===== src/rtl/post_mac_pkg.sv =====
// post_mac_pkg: shared mode encoding, default widths and sum-width helper for the post-MAC stage
package post_mac_pkg;
  typedef enum logic [1:0] {
    MODE_CONV1 = 2'b00,
    MODE_CONV2 = 2'b01,
    MODE_FC    = 2'b10,
    MODE_RSVD  = 2'b11
  } mode_e;
  localparam int NCH_DEF = 6;
  localparam int ACC_W_DEF = 32;
  localparam int OUT_W_DEF = 16;
  localparam int FRAC_SHIFT_DEF = 3;
  localparam int CNT_W_DEF = 16;
  // nch values plus one bias need clog2(nch+1) growth bits, plus one more for the rounding constant
  function automatic int sum_w(int acc_w, int nch);
    return acc_w + $clog2(nch + 1) + 1;
  endfunction
endpackage


===== src/rtl/post_mac_lane.sv =====
// post_mac_lane: arithmetic right shift, optional ReLU and signed saturation of one value
module post_mac_lane #(
  parameter int IN_W = 34,
  parameter int OUT_W = 16,
  parameter int FRAC_SHIFT = 3
) (
  input  logic signed [IN_W-1:0]  val_i,
  input  logic                    relu_i,
  output logic signed [OUT_W-1:0] res_o,
  output logic                    clip_o
);
  localparam logic signed [IN_W-1:0] MAX_V = IN_W'((64'sd1 <<< (OUT_W - 1)) - 64'sd1);
  localparam logic signed [IN_W-1:0] MIN_V = ~MAX_V;
  logic signed [IN_W-1:0] shr, val;
  // shift, clamp negatives under ReLU, then clip to the signed output range
  always_comb begin
    shr = val_i >>> FRAC_SHIFT;
    val = (relu_i && shr < 0) ? '0 : shr;
    clip_o = (val > MAX_V) || (val < MIN_V);
    res_o = (val > MAX_V) ? MAX_V[OUT_W-1:0] : (val < MIN_V) ? MIN_V[OUT_W-1:0] : val[OUT_W-1:0];
  end
endmodule


===== src/rtl/post_mac_pipe.sv =====
// post_mac_pipe: two-stage bias/sum, shift, ReLU and saturate pipeline; POST_MAC_ROUND_EN selects round-half-up
module post_mac_pipe
  import post_mac_pkg::*;
#(
  parameter int NCH = NCH_DEF,
  parameter int ACC_W = ACC_W_DEF,
  parameter int OUT_W = OUT_W_DEF,
  parameter int FRAC_SHIFT = FRAC_SHIFT_DEF,
  parameter int CNT_W = CNT_W_DEF
) (
  input  logic                   clk,
  input  logic                   reset_n,
  input  logic                   in_valid,
  output logic                   in_ready,
  input  logic [1:0]             in_mode,
  input  logic                   in_last,
  input  logic [NCH*ACC_W-1:0]   mac_in,
  input  logic [NCH*ACC_W-1:0]   bias_in,
  input  logic [ACC_W-1:0]       conv2_bias,
  output logic                   out_valid,
  input  logic                   out_ready,
  output logic [NCH*OUT_W-1:0]   out_data,
  output logic [OUT_W-1:0]       out_conv2,
  output logic [1:0]             out_mode,
  output logic                   out_last,
  output logic                   sat_flag,
  output logic [CNT_W-1:0]       sat_cnt,
  input  logic                   clr_stats
);
  localparam int LW = ACC_W + 2;
  localparam int SW = sum_w(ACC_W, NCH);
`ifdef POST_MAC_ROUND_EN
  localparam longint RND = (64'sd1 <<< FRAC_SHIFT) >>> 1;
`else
  localparam longint RND = 0;
`endif
  mode_e mode_in, s1_mode_q;
  logic s1_valid_q, s1_last_q, adv1, adv2, relu;
  logic signed [LW-1:0] lane_d [NCH];
  logic signed [LW-1:0] s1_lane_q [NCH];
  logic signed [SW-1:0] sum_d, s1_sum_q;
  logic signed [OUT_W-1:0] res [NCH+1];
  logic [NCH:0] clip;
  assign mode_in = mode_e'(in_mode);
  // handshake and S1 pre-add; values a mode does not use are forced to zero so S2 routing falls out
  always_comb begin
    adv2 = !out_valid || out_ready;
    adv1 = !s1_valid_q || adv2;
    in_ready = adv1;
    relu = (s1_mode_q == MODE_CONV1) || (s1_mode_q == MODE_CONV2);
    sum_d = (mode_in == MODE_CONV2) ? SW'($signed(conv2_bias)) + SW'(RND) : '0;
    for (int i = 0; i < NCH; i++) begin
      lane_d[i] = (mode_in == MODE_CONV2) ? '0 : LW'($signed(mac_in[i*ACC_W +: ACC_W])) + LW'(RND)
                  + ((mode_in == MODE_CONV1) ? LW'($signed(bias_in[i*ACC_W +: ACC_W])) : '0);
      sum_d = sum_d + ((mode_in == MODE_CONV2) ? SW'($signed(mac_in[i*ACC_W +: ACC_W])) : '0);
    end
  end
  // S1 register: captures an accepted beat whenever the stage can advance
  always_ff @(posedge clk) begin
    if (!reset_n) begin
      s1_valid_q <= 1'b0;
      s1_mode_q <= MODE_CONV1;
      s1_last_q <= 1'b0;
      s1_sum_q <= '0;
      for (int i = 0; i < NCH; i++) s1_lane_q[i] <= '0;
    end else if (adv1) begin
      s1_valid_q <= in_valid;
      if (in_valid) begin
        s1_mode_q <= mode_in;
        s1_last_q <= in_last;
        s1_sum_q <= sum_d;
        for (int i = 0; i < NCH; i++) s1_lane_q[i] <= lane_d[i];
      end
    end
  end
  for (genvar l = 0; l < NCH; l++) begin : g_lane
    post_mac_lane #(.IN_W(LW), .OUT_W(OUT_W), .FRAC_SHIFT(FRAC_SHIFT)) u_lane (
      .val_i(s1_lane_q[l]), .relu_i(relu), .res_o(res[l]), .clip_o(clip[l]));
  end
  post_mac_lane #(.IN_W(SW), .OUT_W(OUT_W), .FRAC_SHIFT(FRAC_SHIFT)) u_sum (
    .val_i(s1_sum_q), .relu_i(relu), .res_o(res[NCH]), .clip_o(clip[NCH]));
  // S2 register: output beat, held stable while stalled
  always_ff @(posedge clk) begin
    if (!reset_n) begin
      out_valid <= 1'b0;
      out_data <= '0;
      out_conv2 <= '0;
      out_mode <= 2'b00;
      out_last <= 1'b0;
    end else if (adv2) begin
      out_valid <= s1_valid_q;
      if (s1_valid_q) begin
        for (int i = 0; i < NCH; i++) out_data[i*OUT_W +: OUT_W] <= res[i];
        out_conv2 <= res[NCH];
        out_mode <= s1_mode_q;
        out_last <= s1_last_q;
      end
    end
  end
  // saturation statistics, updated as a beat enters S2; clear beats a same-cycle increment
  always_ff @(posedge clk) begin
    if (!reset_n || clr_stats) begin
      sat_flag <= 1'b0;
      sat_cnt <= '0;
    end else if (adv2 && s1_valid_q) begin
      if ((|clip) || s1_mode_q == MODE_RSVD) sat_flag <= 1'b1;
      if ((|clip) && !(&sat_cnt)) sat_cnt <= sat_cnt + CNT_W'(1);
    end
  end
endmodule


===== config.mk =====
export PLATFORM = sky130hd
export DESIGN_NAME = post_mac_pipe
export DESIGN_NICKNAME = d
export VERILOG_FILES = /design/src/rtl/post_mac_pkg.sv /design/src/rtl/post_mac_lane.sv /design/src/rtl/post_mac_pipe.sv
export SDC_FILE = /design/constraint.sdc
export NUM_CORES = 2
export LEC_CHECK = 0
export ABC_AREA = 1
export CAP_MARGIN = 15
export CORE_UTILIZATION = 50
export CTS_BUF_LIST = sky130_fd_sc_hd__clkbuf_4
export CTS_CLUSTER_SIZE = 20
export DETAILED_ROUTE_END_ITERATION = 10
export PLACE_DENSITY = 0.75
export SKIP_CTS_REPAIR_TIMING = 1
export SLEW_MARGIN = 25
export SYNTH_ARGS = -nofsm -noshare
export SYNTH_HDL_FRONTEND = slang
export SYNTH_SLANG_ARGS = --single-unit

===== constraint.sdc =====
create_clock -name clk -period 5.95 [get_ports clk]
set_input_delay 0.595 -clock clk [delete_from_list [all_inputs] [get_ports clk]]
set_output_delay 0.595 -clock clk [all_outputs]
set_load 0.05 [all_outputs]

=== After elaboration in Yosys (flattened, before gate mapping) ===
Memories as Yosys holds them, arrays and structs flattened.
Cells that the tools add are included.

* $lt $le $gt $ge: 21
* Equality and inequality tests: 3
* Add/sub/neg operators: 13
* Reduce and logical (&&, ||, !) cells: 33
* Multiplexer cells: 51
* Bitwise logic cells: 6

{| class="wikitable"
|+ Operators with widths
! kind !! count
|-
| 34-bit two-way mux || 24
|-
| 36-bit two-way mux || 8
|-
| 16-bit two-way mux || 14
|-
| 36-bit adder || 6
|-
| 34-bit adder || 6
|-
| 34-bit by 16-bit greater-than comparator with 1-bit output, second input constant || 6
|-
| 34-bit by 16-bit less-than comparator with 1-bit output, second input constant || 6
|-
| 31-bit by 1-bit less-than comparator with 1-bit output, second input constant || 6
|-
| 36-bit by 16-bit greater-than comparator with 1-bit output, second input constant || 1
|-
| 36-bit by 16-bit less-than comparator with 1-bit output, second input constant || 1
|-
| 33-bit by 1-bit less-than comparator with 1-bit output, second input constant || 1
|-
| 16-bit by 1-bit adder with 16-bit output, second input constant || 1
|-
| 16-bit AND reduction || 1
|-
| 1-bit logical OR || 12
|-
| 1-bit logical AND || 9
|-
| 2-bit AND reduction || 4
|-
| 7-bit OR reduction || 1
|-
| 1-bit OR || 6
|-
| 1-bit two-way mux || 5
|-
| 2-bit by 1-bit equality test with 1-bit output, second input constant || 2
|-
| 1-bit zero test || 4
|-
| 2-bit zero test || 2
|-
| 2-bit equality test, second input constant || 1
|}

* Bits in writable memories: 204
* Register bits: 173
* Memories: 1
* Output and inout port bits: 134
* Word-level logic and storage cells: 139

{| class="wikitable"
|+ Memories
! name !! depth !! width !! rd ports !! clocked after memory_dff !! write ports !! RTL line !! text
|-
| s1_lane_q || 6 || 34 || 6 || 0 || 6 || post_mac_pipe.sv:40 || <nowiki>logic signed [LW-1:0] s1_lane_q [NCH];</nowiki>
|}

=== Longest topological paths before layout ===
* Depth after elaboration: 9
* Depth in mapped cells: 29
* Gate-level depth less buffers: 26

=== Cells and area by module ===
From an unflattened synthesis, not the netlist that was laid out.

* Cells, all modules: 5,954
* Area total of the unflattened synthesis: 38,515.7 µm²

{| class="wikitable"
|+ Modules (own cells, without submodules)
! module !! area an instance (µm²) !! seq. area each (µm²) !! times used !! cells an instance
|-
| post_mac_pipe || 35,308.9 || 9,589.2 || 1 || 5,255
|-
| post_mac_lane (g_lane[0].u_lane ...) || 465.4 || 0.0 || 6 || 100
|-
| post_mac_lane (u_sum) || 414.1 || 0.0 || 1 || 99
|}

=== Worst setup path before layout ===
No wires, ideal clock.

* Kind: input to register
* Start: input out_ready
* End: memory s1_lane_q[0][10] (netlist name), enable pin
* Setup time: 540 ps
* Cell stages on the path: 6
* Data arrival time: 4,994 ps
* Path buffers: 0
* Data required time: 5,410 ps
* Path slack: 416 ps
* Path through: inv_1 -> nand3_1 -> nand2_1 -> inv_1 -> nor2_1 -> inv_1

{| class="wikitable"
|+ RTL lines
! element !! RTL line !! text
|-
| start: declaration || post_mac_pipe.sv:21 || <nowiki>input logic out_ready,</nowiki>
|-
| end: declaration || post_mac_pipe.sv:40 ||
|}

=== Worst setup path after layout ===
* Start: input in_mode[0]
* End: register s1_sum_q[24]

* Word-level cells in the longest chain between the ends: 8
* Elaborated cells between the ends (all ways): 14

{| class="wikitable"
|+ RTL lines
! element !! RTL line !! text
|-
| start: declaration || post_mac_pipe.sv:15 || <nowiki>input logic [1:0] in_mode,</nowiki>
|-
| 2-bit by 1-bit equality test with 1-bit output (*) || post_mac_pipe.sv:51, post_mac_pipe.sv:55 ||
|-
| 36-bit two-way mux (on tied branches) || post_mac_pipe.sv:51, post_mac_pipe.sv:55 ||
|-
| 36-bit adder (5 in a row) || post_mac_pipe.sv:55 || <nowiki>sum_d = sum_d + ((mode_in == MODE_CONV2) ? SW'($signed(mac_in[i*ACC_W +: ACC_W])) : '0);</nowiki>
|-
| 36-bit adder (*) || post_mac_pipe.sv:55 ||
|-
| end signal: assignment || post_mac_pipe.sv:71 || <nowiki>s1_sum_q <= sum_d;</nowiki>
|-
| end: declaration || post_mac_pipe.sv:41 || <nowiki>logic signed [SW-1:0] sum_d, s1_sum_q;</nowiki>
|}

Mark *: on every way between the ends. The rest lies on a longest branch, timed or not.
A chain may end at the register's enable or synchronous reset.

==> results.md <==
* Status: finished clean
* Final period utilization at 0.880
* RSZ-0062 raised after global routing: no
* Layout Skew at 0.0822 ns
* Initial antenna violation count at 10
* CP Capture Type: register
* Area share of the largest cell type after synthesis at 0.160
* Primary FF master, synth: edfxtp_1
* Via/cell ratio at 5.61
* Max-slew violations at 0
* Gp weighted congestion at 1.07
* Drt wl/cell at 21.8 um
* Sequential share of the synthesized area at 0.258
* Total routed wirelength at 149 mm
* Hold WC Path Type: primary input to register
* Clock root cell: clkbuf_4
* Die ar. at 70800 um^2
* Final setup violation count at 0
* Drt pass-1 iters at 6
* Share of layout cells above drive strength 1 at 0.0632
* Seq. cell area at 8990 um^2
* Critical path depth at 22
* R2r endpoint: sat_cnt[15]$_SDFFE_PP0P_
* Leak at 21.3 nW
* Core Rows at 96
* CTS H-tree lvls at 3
* VDD IR max at 0.189 mV
* First-pass GRT wire length at 218 mm
* Maxcap violations at 0
* Worst rel slew slack at 0.314
* #FFs+latches synth at 356
* Ys async rst share at 0
* Cells after DPL at 6636
* Post-Route Utilization at 0.627
* Routed via count at 38.3k
* Horiz. Die Dim at 266 um
* Clk Latency, worst-skew pair at 0.93 ns
* Multi-input logic area at 21600 um^2
* CP top delay family: adder cells
* Mapped Area at 34900 um^2
* Worst EP required at 6.68 ns
* Clock transition at path regs at 0.07 ns
* Mapped Cells at 5184
* Post-synth EDFFs at 186
* Final hold violations at 0
* Max incr delay on CP at 0.55 ns
* Cell area after layout at 43200 um^2
* Synth Warn # at 0
* Gr usage total at 0.413
* Worst Path Arrival at 5.97 ns
* Largest area contributor in the netlist: edfxtp_1
* IO buf count at 557
* CP startpoint kind: primary input
* Max Freq at 0.191 GHz
* Clk buf depth at 3
* Die Span Y at 266 um
* Largest net degree at the start of global routing at 92
* Slew @ Worst Pin at 1.03 ns
* Crit-path slowest cell: clkdlybuf4s50_1
* Syn Nets at 5992
* Fin cells at 6823
* Most frequent cells after synthesis: inv_1 (985), nand2_1 (900), nor2_1 (776), a21oi_1 (570), nand3_1 (314)
* Power Dens Cells at 215 nW/um^2
* Initial core utilization at 0.507
* Min cycle time layout at 5.23 ns
* Crit path buf inv count at 7
* HPWL Detailed at 125 mm
* Starting DRT DRC Count at 4010
* R2R Path Start: s1_mode_q[1]$_SDFFE_PN0P_
* Antenna viol nets, final at 0
* Placed cell areas at 41900 um^2
* Final net count at 6614
* Overflow after GRT at 0
* Reg2Reg Depth at 15
* Number of distinct library cells after synthesis at 51
* CP endpoint: s1_sum_q[24]$_SDFFE_PN0P_
* Crit Path Class: primary input to register
* Top post-synthesis cells by area: edfxtp_1 (16%), inv_1 (11%), dfxtp_1 (9.8%)
* Fillers at 6466
* Worst hold slack at 0.108 ns
* Reg2Reg Setup Slack at 2.09 ns
* Crit-path cells: clkdlybuf4s50_1, inv_1, nor2_4, inv_4, buf_4, nor2_1, fa_1, fa_1, fa_1, inv_1, fa_1, inv_1, ha_1, inv_1, o21ai_0, a31oi_1, o21ai_0, a21oi_1, o21ai_0, xor2_1, nand2_1, o21ai_0
* Drc violations at 0
* Synth Area per Inst at 6.73 um^2
* Crit path from: in_mode[0]
* CTS Sinks at 356
* Vias in the first global route at 36.3k
* Crit-path max FO at 20
* Most frequent cell after synthesis: inv_1
* Area grow syn2layout at 23.8%
* CTS tree: yes
* IO Pins at 558
* Core Box Area at 68800 um^2
* CTS buffer count at 99
-- sequential cells by signal, indices dropped and copies added, names as in the netlist, 2 cells and up --
signal     cells
s1_sum_q      33
out_data      96
s1_mode_q      2
sat_cnt       16
s1_lane_q    186
out_conv2     16
out_mode       2
-- worst min path at each step --
stage | from | to | slack, ns | cells past startpoint
after CTS | reset_n | out_data[36]$_SDFFE_PN0P_ | 0.05 | 3
after floorplan | s1_sum_q[13]$_SDFFE_PN0P_ | s1_sum_q[13]$_SDFFE_PN0P_ | 0.43 | 2
after global routing | reset_n | out_data[32]$_SDFFE_PN0P_ | 0.13 | 3
after detailed placement | s1_sum_q[9]$_SDFFE_PN0P_ | s1_sum_q[9]$_SDFFE_PN0P_ | 0.45 | 2
after global placement | s1_sum_q[5]$_SDFFE_PN0P_ | s1_sum_q[5]$_SDFFE_PN0P_ | 0.44 | 2
final | reset_n | out_data[33]$_SDFFE_PN0P_ | 0.11 | 3
-- per-layer routing --
metal  track usage  vias to the layer above  share of wire
li1              -                    18000              -
met1         0.507                    17800           0.39
met2         0.666                     2070           0.45
met3        0.0832                      430          0.095
met4         0.251                       12          0.067
met5             0                        -        0.00046
-- stage by stage --
step / power (mW) / setup WS [ns] / TNS [ns]
4_1_cts: 9.20 / 0.860 / 0
3_3_place_gp: 6.82 / -0.0100 / -0.0100
2_1_floorplan: 5.29 / 0.416 / 0
3_5_place_dp: 6.85 / -0.0351 / -0.0572
6_report: 9.27 / 0.716 / 0
5_1_grt: 9.78 / 0.452 / 0
-- final cells by class --
class	instances	area share
antenna	3	0.000174
clock buffer	153	0.0266
clock inverter	31	0.00365
inverter	992	0.0868
multi-input combinational	3707	0.501
sequential	356	0.208
tap	931	0.0270
timing repair buffer	650	0.147
-- power by group --
group	internal [mW]	leakage (nW)	switching [mW]	total [mW]
sequential	2.83	3.45	0.164	3.00
clock	1.18	0.788	1.18	2.36
combinational	1.44	17.1	2.48	3.92
total	5.46	21.3	3.82	9.27
-- cells in the final DEF (no fill, tap or decap), types with 89 or more instances in the layout --
| cell | Yosys | layout |
|---|---|---|
| buf_4 | 0 | 89 |
| ha_1 | 222 | 222 |
| nand3_1 | 314 | 314 |
| dfxtp_1 | 170 | 170 |
| nand2_1 | 900 | 900 |
| edfxtp_1 | 186 | 186 |
| clkbuf_4 | 0 | 153 |
| inv_1 | 985 | 983 |
| nor2_1 | 776 | 773 |
| a21oi_1 | 570 | 569 |
| fa_1 | 162 | 162 |
| clkdlybuf4s50_1 | 0 | 556 |
| o21ai_0 | 290 | 290 |
-- logic make-up (layout without fill, tap and decap cells) --
group / Yosys count / after routing / synth area share
AND/OR/NAND/NOR: 2195 / 2195 / 0.263
XOR/XNOR: 72 / 72 / 0.0181
AO/OA/AOI/OAI: 1056 / 1056 / 0.166
buffers and inverters: 1121 / 1826 / 0.123
adder cells (fa/ha/maj): 384 / 384 / 0.173
flip-flops: 356 / 356 / 0.258
other: 0 / 3 / 0
-- worst min-delay path, delay by kind of cell --
kind	cells	cell delay, ns
AO/OA/AOI/OAI	2	0.15
buffers and inverters	1	0.22
Power figures use the tool's default switching activity.
